[config.mk]
export PLATFORM = sky130hd
export DESIGN_NAME = multibyte_add_sequencer_flat
export DESIGN_NICKNAME = d
export VERILOG_FILES = /design/src/rtl/multibyte_add_sequencer_if.sv /design/src/rtl/multibyte_add_sequencer.sv /design/src/flat_wrapper.sv
export SDC_FILE = /design/constraint.sdc
export NUM_CORES = 1
export LEC_CHECK = 0
export BUFFER_PORTS_ARGS = -buffer_cell sky130_fd_sc_hd__buf_2
export CORE_MARGIN = 4
export CORE_UTILIZATION = 58
export CTS_BUF_LIST = sky130_fd_sc_hd__clkbuf_2 sky130_fd_sc_hd__clkbuf_4 sky130_fd_sc_hd__clkbuf_8
export DETAILED_ROUTE_END_ITERATION = 12
export PLACE_DENSITY = 0.93
export SLEW_MARGIN = 20
export SYNTH_ARGS = -nofsm -noshare
export SYNTH_HDL_FRONTEND = slang
export SYNTH_SLANG_ARGS = --single-unit
export TNS_END_PERCENT = 30
[constraint.sdc]
create_clock -name clk -period 2.7 [get_ports clk]
set_input_delay 0.135 -clock clk [delete_from_list [all_inputs] [get_ports clk]]
set_output_delay 0.135 -clock clk [all_outputs]
set_load 0.03 [all_outputs]
[src/rtl/multibyte_add_sequencer_if.sv]
// Requester-side handshake bundle for multibyte_add_sequencer.
// The optional sub request line exists only when ADD_SUB_EN is defined.
interface multibyte_add_sequencer_if #(
  parameter int NBYTES = 4
);
  localparam int W = 8 * NBYTES;

  logic         start;
  logic [W-1:0] a_in;
  logic [W-1:0] b_in;
`ifdef ADD_SUB_EN
  logic         sub;
`endif
  logic         busy;
  logic         done;
  logic [W-1:0] result;
  logic         carry_out;

`ifdef ADD_SUB_EN
  modport master (
    output start, a_in, b_in, sub,
    input  busy, done, result, carry_out
  );

  modport slave (
    input  start, a_in, b_in, sub,
    output busy, done, result, carry_out
  );
`else
  modport master (
    output start, a_in, b_in,
    input  busy, done, result, carry_out
  );

  modport slave (
    input  start, a_in, b_in,
    output busy, done, result, carry_out
  );
`endif
endinterface

[src/rtl/multibyte_add_sequencer.sv]
// Drives one external 8-bit adder to add two NBYTES-wide operands a byte at a time, LSB first.
// Optional feature: define ADD_SUB_EN to add a sub request that computes A-B mod 2^W.
module multibyte_add_sequencer #(
  parameter int NBYTES = 4
) (
  input  logic                        clk,
  input  logic                        reset,
  multibyte_add_sequencer_if.slave    bus,
  output logic [7:0]                  add_a,
  output logic [7:0]                  add_b,
  input  logic [7:0]                  add_sum,
  input  logic                        add_c8
);

  localparam int W     = 8 * NBYTES;
  localparam int IDX_W = (NBYTES > 1) ? $clog2(NBYTES) : 1;
  localparam logic [IDX_W-1:0] LAST_IDX = IDX_W'(NBYTES - 1);

  typedef enum logic [1:0] {
    IDLE = 2'd0,
    ADD  = 2'd1,
    CIN  = 2'd2,
    DONE = 2'd3
  } state_t;

  state_t           state_q, state_d;
  logic [IDX_W-1:0] idx_q, idx_d;
  logic             cy_q, cy_d;
  logic             c1_q, c1_d;
  logic [7:0]       part_q, part_d;
  logic [W-1:0]     a_q, a_d;
  logic [W-1:0]     b_q, b_d;
  logic [W-1:0]     result_q, result_d;
  logic             carry_out_q, carry_out_d;
  logic             busy_q, busy_d;
  logic             done_q, done_d;
  logic [7:0]       add_a_q, add_a_d;
  logic [7:0]       add_b_q, add_b_d;
  logic             sub_req;

`ifdef ADD_SUB_EN
  assign sub_req = bus.sub;
`else
  assign sub_req = 1'b0;
`endif

  function automatic logic [7:0] byte_of(input logic [W-1:0] v, input logic [IDX_W-1:0] i);
    byte_of = 8'(v >> (int'(i) * 8));
  endfunction

  always_comb begin
    state_d     = state_q;
    idx_d       = idx_q;
    cy_d        = cy_q;
    c1_d        = c1_q;
    part_d      = part_q;
    a_d         = a_q;
    b_d         = b_q;
    result_d    = result_q;
    carry_out_d = carry_out_q;

    case (state_q)
      IDLE: begin
        if (bus.start) begin
          // Subtraction is A + ~B + 1: the +1 rides in as the initial carry.
          a_d         = bus.a_in;
          b_d         = sub_req ? ~bus.b_in : bus.b_in;
          idx_d       = '0;
          cy_d        = sub_req;
          carry_out_d = 1'b0;
          state_d     = ADD;
        end
      end
      ADD: begin
        part_d  = add_sum;
        c1_d    = add_c8;
        state_d = CIN;
      end
      CIN: begin
        for (int k = 0; k < NBYTES; k++) begin
          if (idx_q == IDX_W'(k)) result_d[k*8 +: 8] = add_sum;
        end
        // A+B carry and partial+cin carry are mutually exclusive, so OR is exact.
        cy_d = c1_q | add_c8;
        if (idx_q == LAST_IDX) begin
          state_d = DONE;
        end else begin
          idx_d   = idx_q + 1'b1;
          state_d = ADD;
        end
      end
      DONE: begin
        state_d = IDLE;
      end
      default: state_d = IDLE;
    endcase

    if (state_d == DONE) carry_out_d = cy_d;

    // Adder operands are registered, so they are chosen from the state being entered.
    add_a_d = 8'd0;
    add_b_d = 8'd0;
    case (state_d)
      ADD: begin
        add_a_d = byte_of(a_d, idx_d);
        add_b_d = byte_of(b_d, idx_d);
      end
      CIN: begin
        add_a_d = part_d;
        add_b_d = {7'b0, cy_d};
      end
      default: ;
    endcase

    busy_d = (state_d == ADD) || (state_d == CIN);
    done_d = (state_d == DONE);
  end

  always_ff @(posedge clk) begin
    if (reset) begin
      state_q     <= IDLE;
      idx_q       <= '0;
      cy_q        <= 1'b0;
      result_q    <= '0;
      carry_out_q <= 1'b0;
      busy_q      <= 1'b0;
      done_q      <= 1'b0;
      add_a_q     <= 8'd0;
      add_b_q     <= 8'd0;
    end else begin
      state_q     <= state_d;
      idx_q       <= idx_d;
      cy_q        <= cy_d;
      result_q    <= result_d;
      carry_out_q <= carry_out_d;
      busy_q      <= busy_d;
      done_q      <= done_d;
      add_a_q     <= add_a_d;
      add_b_q     <= add_b_d;
    end
  end

  // Operand and scratch registers are only read after being loaded in the same run.
  always_ff @(posedge clk) begin
    a_q    <= a_d;
    b_q    <= b_d;
    part_q <= part_d;
    c1_q   <= c1_d;
  end

  assign bus.busy      = busy_q;
  assign bus.done      = done_q;
  assign bus.result    = result_q;
  assign bus.carry_out = carry_out_q;
  assign add_a         = add_a_q;
  assign add_b         = add_b_q;

endmodule

[src/flat_wrapper.sv]
// flat-port wrapper written by rule: the top's interface ports become plain ports
module multibyte_add_sequencer_flat 
#(
  parameter int NBYTES = 4
)
  (clk, reset, add_a, add_b, add_sum, add_c8, bus_start, bus_a_in, bus_b_in, bus_busy, bus_done, bus_result, bus_carry_out);
  multibyte_add_sequencer_if #(.NBYTES(NBYTES)) bus_i ();
  input  logic clk;
  input  logic reset;
  output logic [7:0] add_a;
  output logic [7:0] add_b;
  input  logic [7:0] add_sum;
  input  logic add_c8;
  input wire logic [$bits(bus_i.start)-1:0] bus_start;
  input wire logic [$bits(bus_i.a_in)-1:0] bus_a_in;
  input wire logic [$bits(bus_i.b_in)-1:0] bus_b_in;
  output wire logic [$bits(bus_i.busy)-1:0] bus_busy;
  output wire logic [$bits(bus_i.done)-1:0] bus_done;
  output wire logic [$bits(bus_i.result)-1:0] bus_result;
  output wire logic [$bits(bus_i.carry_out)-1:0] bus_carry_out;
  assign bus_i.start = bus_start;
  assign bus_i.a_in = bus_a_in;
  assign bus_i.b_in = bus_b_in;
  assign bus_busy = bus_i.busy;
  assign bus_done = bus_i.done;
  assign bus_result = bus_i.result;
  assign bus_carry_out = bus_i.carry_out;
  multibyte_add_sequencer #(.NBYTES(NBYTES)) u_core (.clk(clk), .reset(reset), .bus(bus_i), .add_a(add_a), .add_b(add_b), .add_sum(add_sum), .add_c8(add_c8));
endmodule
==> flow_summary.ini, run 1 <==
[worst_setup_path]
worstSetupStartpoint = u_core.idx_q[1]
crit_path_max_incr_delay_ns = 0.85
cp.required_ns = 3.04
crit_fanout = 16
r2r-start = u_core.idx_q[1]
cp_slowest_cell = nor3_1
worstPathArrival_ns = 2.80
cp-start-kind = flip-flop
crit_path_end_kind = flip-flop
crit_chain = inv_1 > nor3_1 > nand2_1 > a21oi_1
path_buf_inv = 1
crit_family = simple AND/OR/NAND/NOR gates
critical_path_class = reg -> reg

[timing]
hold_viol = 0
rsz0062_at_grt = false
drv_slew = 0
worst_pin_slew_ns = 0.929
setup-violations-final = 0
clock_skew_ns = 0.0142
hold_ws_ns = 0.0210
period_needed_ns = 2.46
setup_tns_ns = 0
finalCritPeriodShare = 0.912
relSlewSlack = 0.376
max_freq_mhz = 406

[global_routing]
grt_pass1_wl_um = 25600
track_usage = 0.331
use_met2 = 0.547
gr-total-overflow = 0
grt_most_used_layer = met2
antenna_found_initial = 0
use_met3 = 0.100
first_global_vias = 5278
use_met1 = 0.370
grt_max_degree = 48

[final_layout]
final-seq-area_um2 = 2430
stdcell_area_um2 = 6400
layout_common_cells = nand2_1, buf_2, dfxtp_1
fillCellCount = 470
diodes = 0
multi_input_area_um2 = 2110
area_growth_pct = 34.7
drive_above_1_share = 0.215
final_common_cell = nand2_1
utilization = 0.815
fin_nets = 860

[synthesis]
ys_seq_elements = 121
synth.distinct_cells = 41
synth-edff-count = 1
netlist_area_um2 = 4750
yosysSeqAreaShare = 0.512
avgSynthCellArea_um2 = 7.80
synthFlopType = dfxtp_1
syn-num-nets = 685
ys_async_sr_fraction = 0
ys_warn_count = 0
synth_largest_area_cell = dfxtp_1
yosysTopAreaCellShare = 0.506
netlist_instances = 609
synth_area_leaders = dfxtp_1, nand2_1, a21oi_1

[cts]
clk_latency_ns = 0.43
ctsResizeCount = 0
htreeDepth = 4
cts_buffer_depth = 2
cts-root-buf = clkbuf_8
clkSlewWorstSetupHoldPaths_ns = 0.07
numCtsBuffers = 17
cts_tree = done
tritoncts_num_sinks = 121

[run_status]
status = finished, final reports clean

[detailed_routing]
wl_per_cell_um = 18.3
initialDrtViolationCount = 484
ant_nets = 0
wl_um = 16500
vias = 5282
detail_route.vias_per_cell = 5.88
firstDrtPassIters = 6
drcViolationCount = 0

[floorplanning]
core_um2 = 7850
dieArea_um2 = 9700
die_w_um = 98.5
pin_count = 127
fp.dieH_um = 98.5
start_util = 0.605
rows = 32

[power]
power-per-cell-area_nw_per_um2 = 652
ir_drop_v = 0.000414
p_leak_uw = 0.00303

[placed_design]
dp_hpwl_um = 8800
dpl-instance-area_um2 = 5370
gp_congestion = 0.834
portBuffers = 126

[min_path]
hp-class = in -> reg
hp-start = add_sum[7]

[flow_run]
drv_cap = 0
synthesized netlist by cell type (2+ instances only):
cell      number
nand2_1      270
dfxtp_1      120
a21oi_1       40
nor2_1        31
clkbuf_1      25
a211o_1       10
nand3_1       10
mux2i_1        9
nor4_1         9
o221ai_1       9
buf_2          8
o21ai_0        8
a311oi_1       7
buf_1          7
a311o_1        6
buf_6          3
inv_1          3
nand2b_1       3
nor2b_1        3
nor3_1         3
a21o_1         2
and3_1         2
nand3b_1       2
or3_1          2
worst paths after layout:
path                      endpoint  slack, ns  depth (start not counted)
min           u_core.bus.result[7]       0.02                          3
min reg2reg         u_core.a_q[19]       0.44                          2
max          u_core.bus.result[23]       0.24                          4
max reg2reg  u_core.bus.result[23]       0.24                          4
tightest hold or removal path: cells and delay by family:
kind / cells / cell delay [ns]
compound gates: 1 / 0.06
buf+inv: 1 / 0.15
simple gates: 1 / 0.06
where the power goes:
group | switching, uW | total [uW] | leakage (uW) | internal (uW)
combinational | 370 | 640 | 0.00184 | 270
clock | 717 | 1440 | 0.000189 | 726
sequential | 115 | 2080 | 0.00100 | 1970
total | 1200 | 4170 | 0.00303 | 2970
flip-flops by register name (all words and copies together), names as in the netlist:
signal	cells
u_core.cy_q	1
u_core.state_q	2
u_core.add_a	8
u_core.bus.result	32
u_core.idx_q	2
u_core.add_b	8
u_core.bus.done	1
u_core.bus.busy	1
u_core.b_q	32
u_core.bus.carry_out	1
u_core.c1_q	1
u_core.a_q	32
through the flow:
step	setup slack (ns)	total power (uW)	cells
after global placement	0.671	2590	800
after global routing	0.140	4300	898
final	0.238	4170	898
after floorplan	1.12	2440	609
after detailed placement	0.597	2620	800
after CTS	0.546	4090	898
metal layers:
metal | share of wire | vias to the layer above
met5 | 0 | -
met4 | 0.062 | 0
met3 | 0.096 | 123
met2 | 0.49 | 403
met1 | 0.36 | 2400
li1 | - | 2356
logic make-up after synthesis:
group           synth area share
simple gates               0.298
flops                      0.512
buf+inv                   0.0448
compound gates             0.124
mux                       0.0213
timing repair:
action,4_1_cts,5_1_grt
buffers inserted,0,0
hold endpoints to repair,71,0
hold buffers,67,0
cell type report:
type,count,area share
Clock buffer,23,0.0466
Clock inverter,8,0.00743
Inverter,3,0.00176
Multi-Input combinational cell,441,0.330
Sequential cell,121,0.380
Tap cell,102,0.0200
Timing Repair Buffer,200,0.214
No activity file was read; power rests on OpenSTA's default activity.
==> run 2: changes to the inputs <==
--- a/config.mk
+++ b/config.mk
@@ -7,10 +7,10 @@
 export LEC_CHECK = 0
 export BUFFER_PORTS_ARGS = -buffer_cell sky130_fd_sc_hd__buf_2
 export CORE_MARGIN = 4
-export CORE_UTILIZATION = 58
+export CORE_UTILIZATION = 54
 export CTS_BUF_LIST = sky130_fd_sc_hd__clkbuf_2 sky130_fd_sc_hd__clkbuf_4 sky130_fd_sc_hd__clkbuf_8
 export DETAILED_ROUTE_END_ITERATION = 12
-export PLACE_DENSITY = 0.93
+export PLACE_DENSITY = 0.88
 export SLEW_MARGIN = 20
 export SYNTH_ARGS = -nofsm -noshare
 export SYNTH_HDL_FRONTEND = slang
==> constraint.sdc (replaced) <==
create_clock -name clk -period 2.31 [get_ports clk]
set_input_delay 0.1155 -clock clk [delete_from_list [all_inputs] [get_ports clk]]
set_output_delay 0.1155 -clock clk [all_outputs]
set_load 0.03 [all_outputs]
==> run 2 against run 1 <==
Via count decreased by 2.0%. Clock skew is 0.0017 ns lower. Routed wire length fell by 4.3%. Combinational power rose by 15%. Clock-buffer cell count fell by 4. Worst hold slack better by 0.061 ns. Sequential cell count unchanged. Die area grew 6.8%. Global-route usage fell by 2.3 points. Register-to-register slack barely moved. Critical endpoint is now u_core.add_b[1]. Highest routed layer unchanged.
==> flow_summary.ini, run 2 (same netlist as run 1, synthesis figures left out) <==
[flow_run]
drv_cap = 0

[detailed_routing]
initialDrtViolationCount = 564
drcViolationCount = 0
ant_nets = 0
wl_um = 15800
firstDrtPassIters = 12
vias = 5175
wl_per_cell_um = 17.2
detail_route.vias_per_cell = 5.64

[timing]
clock_skew_ns = 0.0125
drv_slew = 0
setup-violations-final = 0
max_freq_mhz = 486
period_needed_ns = 2.06
relSlewSlack = 0.569
setup_tns_ns = 0
finalCritPeriodShare = 0.891
hold_viol = 0
worst_pin_slew_ns = 0.644
rsz0062_at_grt = false

[worst_setup_path]
worstSetupStartpoint = u_core.state_q[0]
r2r-start = u_core.state_q[0]
crit_fanout = 46
critical_path_class = reg -> reg
crit_path_max_incr_delay_ns = 0.54
cp.required_ns = 2.64
r2r_slack_ns = 0.25
cp-start-kind = flip-flop
cp_slowest_cell = or3b_2
crit_chain = or3b_2 > buf_4 > nor2_1 > a311oi_1 > a311o_1
worstPathArrival_ns = 2.39
crit_path_end_kind = flip-flop

[cts]
cts-root-buf = clkbuf_8
cts_setup_buffers = 0
clk_latency_ns = 0.44
ctsResizeCount = 0
cts_tree = done
clkSlewWorstSetupHoldPaths_ns = 0.07
numCtsBuffers = 17
htreeDepth = 4
cts_buffer_depth = 2
tritoncts_num_sinks = 121

[placed_design]
dp_hpwl_um = 8970
placed_cells = 810
gp_congestion = 0.854
portBuffers = 126

[min_path]
hp-start = reset
hp-class = in -> reg

[final_layout]
area_growth_pct = 37.8
drive_above_1_share = 0.221
fin_nets = 874
final_common_cell = nand2_1
layout_common_cells = nand2_1, buf_2, dfxtp_1
finalNonFillerCells = 917

[power]
ir_drop_v = 0.000423
p_leak_uw = 0.00308
power-per-cell-area_nw_per_um2 = 760

[floorplanning]
die_w_um = 102
rows = 33
dieArea_um2 = 10400
fp.dieH_um = 102
start_util = 0.567
core_um2 = 8380
pin_count = 127

[global_routing]
grt_max_degree = 47
antenna_found_initial = 1
grt_pass1_wl_um = 24800
first_global_vias = 5148
track_usage = 0.308
gr-total-overflow = 0

[run_status]
status = finished, final reports clean
run 2: cell types whose count changed in the layout (fill, tap and decap cells not counted):
cell / change
buf_4: +8
dlygate4sd3_1: +7
clkinv_2: -4
clkinvlp_4: +4
clkbuf_4: -3
clkinv_4: +3
buf_12: -1
bufinv_16: +1
clkbuf_8: -1
diode_2: +1
inv_6: +1
nor4b_2: +1
nor4b_4: -1
run 2: final timing paths:
| kind | to | depth (start not counted) |
|---|---|---|
| min reg2reg | u_core.b_q[18] | 2 |
| max reg2reg | u_core.add_b[1] | 5 |
| max | u_core.add_b[1] | 5 |
| min | u_core.cy_q | 2 |
run 2: power by group:
group	total [uW]	switching [uW]	internal (uW)	leakage (uW)
registers	2430	127	2300	0.00100
logic	734	413	321	0.00189
clock network	1810	899	912	0.000184
total	4970	1440	3530	0.00308
run 2: routing by layer:
metal,wire (um),global-route usage,share of wire
met1,5920,0.355,0.38
met2,7540,0.501,0.48
met3,1300,0.0882,0.082
met4,1000,0.199,0.064
met5,0,0,0
run 2: timing repair:
action | in CTS | in global routing
endpoints found under the setup margin | 0 | 0
endpoints found under the hold margin | 96 | 0
hold buffers | 74 | 0
run 2: area by class of cell:
class                      count  area, um2
multi-input combinational    441       2100
antenna                        1       2.50
clock inverter                13        123
clock buffer                  19        262
timing repair buffer         214       1480
sequential                   121       2430
fill                         530       1840
inverter                       3       11.3
tap                          105        131
run 2: worst max-delay path: cells and delay by family (launching register included):
| kind | cells | cell delay, ns |
|---|---|---|
| AND/OR/NAND/NOR | 2 | 0.77 |
| buffers and inverters | 1 | 0.29 |
| flip-flops | 1 | 0.47 |
| AO/OA/AOI/OAI | 2 | 0.41 |
run 2: per-stage QoR:
step	util	instance area (um2)	worst slack, ns	hold WS [ns]	power [uW]
2_1_floorplan	-	4750	0.732	0.214	2850
3_5_place_dp	0.646	5420	0.343	0.304	3060
5_1_grt	0.781	6540	0.152	0.0914	5180
6_report	0.781	6540	0.252	0.0825	4970
4_1_cts	0.780	6540	0.320	0.0560	4940
3_3_place_gp	0.646	5420	0.510	0.298	3040
==> run 3: changes to the inputs <==
==> constraint.sdc (replaced) <==
create_clock -name clk -period 2.31 [get_ports clk]
set_input_delay 0.462 -clock clk [delete_from_list [all_inputs] [get_ports clk]]
set_output_delay 0.462 -clock clk [all_outputs]
set_load 0.03 [all_outputs]
==> run 3 against run 2 <==
Die area did not move. Largest cell class unchanged. Combinational power fell by 17%. Core utilization fell by 8.5 points. Critical path depth fell by 1. Sequential power barely moved. Sequential share of layout area rose by 4.5 points. First-iteration DRC count fell by 49%. Critical endpoint is now u_core.add_a[6].
==> flow_summary.ini, run 3 (same netlist as run 1, synthesis figures left out) <==
[timing]
setup-violations-final = 0
clock_skew_ns = 0.00953
finalCritPeriodShare = 0.854
rsz0062_at_grt = false
max_freq_mhz = 507
drv_slew = 0
relSlewSlack = 0.596
hold_ws_ns = 0.222
setup_ws_ns = 0.338
setup_tns_ns = 0
worst_pin_slew_ns = 0.603
period_needed_ns = 1.97
hold_viol = 0

[final_layout]
finalNonFillerCells = 843
layout_common_cells = nand2_1, buf_2, dfxtp_1
final_common_cell = nand2_1
drive_above_1_share = 0.244
stdcell_area_um2 = 5830
diodes = 0
area_growth_pct = 22.8
fin_nets = 801

[worst_setup_path]
crit_family = simple AND/OR/NAND/NOR gates
crit_fanout = 18
worstPathArrival_ns = 2.24
cp_slowest_cell = dfxtp_1
critical_path_class = reg -> reg
path_buf_inv = 0
crit_path_max_incr_delay_ns = 0.64
crit_path_end_kind = flip-flop
cp-start-kind = flip-flop
crit_chain = nand3b_2 > nand2_2 > mux2i_1 > o221ai_1
cp.required_ns = 2.58

[power]
p_sw_frac = 0.275
ir_drop_v = 0.000565
power-per-cell-area_nw_per_um2 = 836
power_frac_comb = 0.124
p_leak_uw = 0.00278
p_int_uw = 3530
p_sw_uw = 1340
pwr-share-seq = 0.496
power_frac_clock = 0.380

[placed_design]
place_ws_ns = 0.376
placed_cells = 811
portBuffers = 126
gp_congestion = 0.808
dpl-instance-area_um2 = 5440
dp_hpwl_um = 8650

[floorplanning]
rows = 33
pin_count = 127
fp.dieH_um = 102
dieArea_um2 = 10400
die_w_um = 102
core_um2 = 8380
start_util = 0.567

[cts]
clkSlewWorstSetupHoldPaths_ns = 0.08
tritoncts_num_sinks = 121
cts_buffer_depth = 2
cts-root-buf = clkbuf_8
cts_hold_buf = 0
cts_tree = done
clk_latency_ns = 0.42
numCtsBuffers = 17
cts_setup_buffers = 0
ctsResizeCount = 0
htreeDepth = 4

[detailed_routing]
ant_nets = 0
detail_route.vias_per_cell = 5.35
vias = 4509
initialDrtViolationCount = 286
wl_um = 12300
drcViolationCount = 0
firstDrtPassIters = 6
wl_per_cell_um = 14.6

[global_routing]
first_global_vias = 4168
track_usage = 0.241
gr-total-overflow = 0
antenna_found_initial = 0
grt_max_degree = 57
grt_pass1_wl_um = 19700

[flow_run]
drv_cap = 0

[min_path]
hp-class = in -> reg

[run_status]
status = finished, final reports clean
[run 3: worst register-to-register path: stages, from the launching register on]
cell,delay [ns]
dfxtp_1,0.64
nand3b_2,0.32
nand2_2,0.47
mux2i_1,0.27
o221ai_1,0.14
[run 3: metrics by stage]
stage | util | total power (uW)
2_1_floorplan | - | 2850
3_3_place_gp | 0.648 | 3030
3_5_place_dp | 0.648 | 3060
4_1_cts | 0.696 | 4890
5_1_grt | 0.696 | 5110
6_report | 0.696 | 4870
[run 3: power by group through the flow]
stage	combinational [uW]	clock, uW	sequential (uW)
2_1_floorplan	363	0	2480
3_3_place_gp	581	0	2450
3_5_place_dp	603	0	2460
4_1_cts	606	1870	2410
5_1_grt	680	1990	2440
6_report	606	1850	2420
[run 3: per-layer routing]
metal | part of all wire | vias up | GRT usage
li1 | - | 2236 | -
met3 | 0.083 | 27 | 0.0606
met4 | 0.016 | 0 | 0.0859
met5 | 0 | - | 0
met1 | 0.42 | 2039 | 0.311
met2 | 0.48 | 207 | 0.394
[run 3: worst paths after layout]
path	cells past startpoint	startpoint	slack, ns	end
worst max-delay path	4	u_core.state_q[1]	0.34	u_core.add_a[6]
worst min-delay path	3	bus_b_in[17]	0.22	u_core.b_q[17]
worst max register to register	4	u_core.state_q[1]	0.34	u_core.add_a[6]
worst min register to register	2	u_core.a_q[15]	0.44	u_core.a_q[15]
[run 3: area by class of cell]
cell class / count / area [um2]
clock inverter: 14 / 149
multi-input combinational: 441 / 2100
clock buffer: 18 / 248
timing repair buffer: 141 / 756
sequential: 121 / 2430
inverter: 3 / 11.3
fill: 665 / 2550
tap: 105 / 131
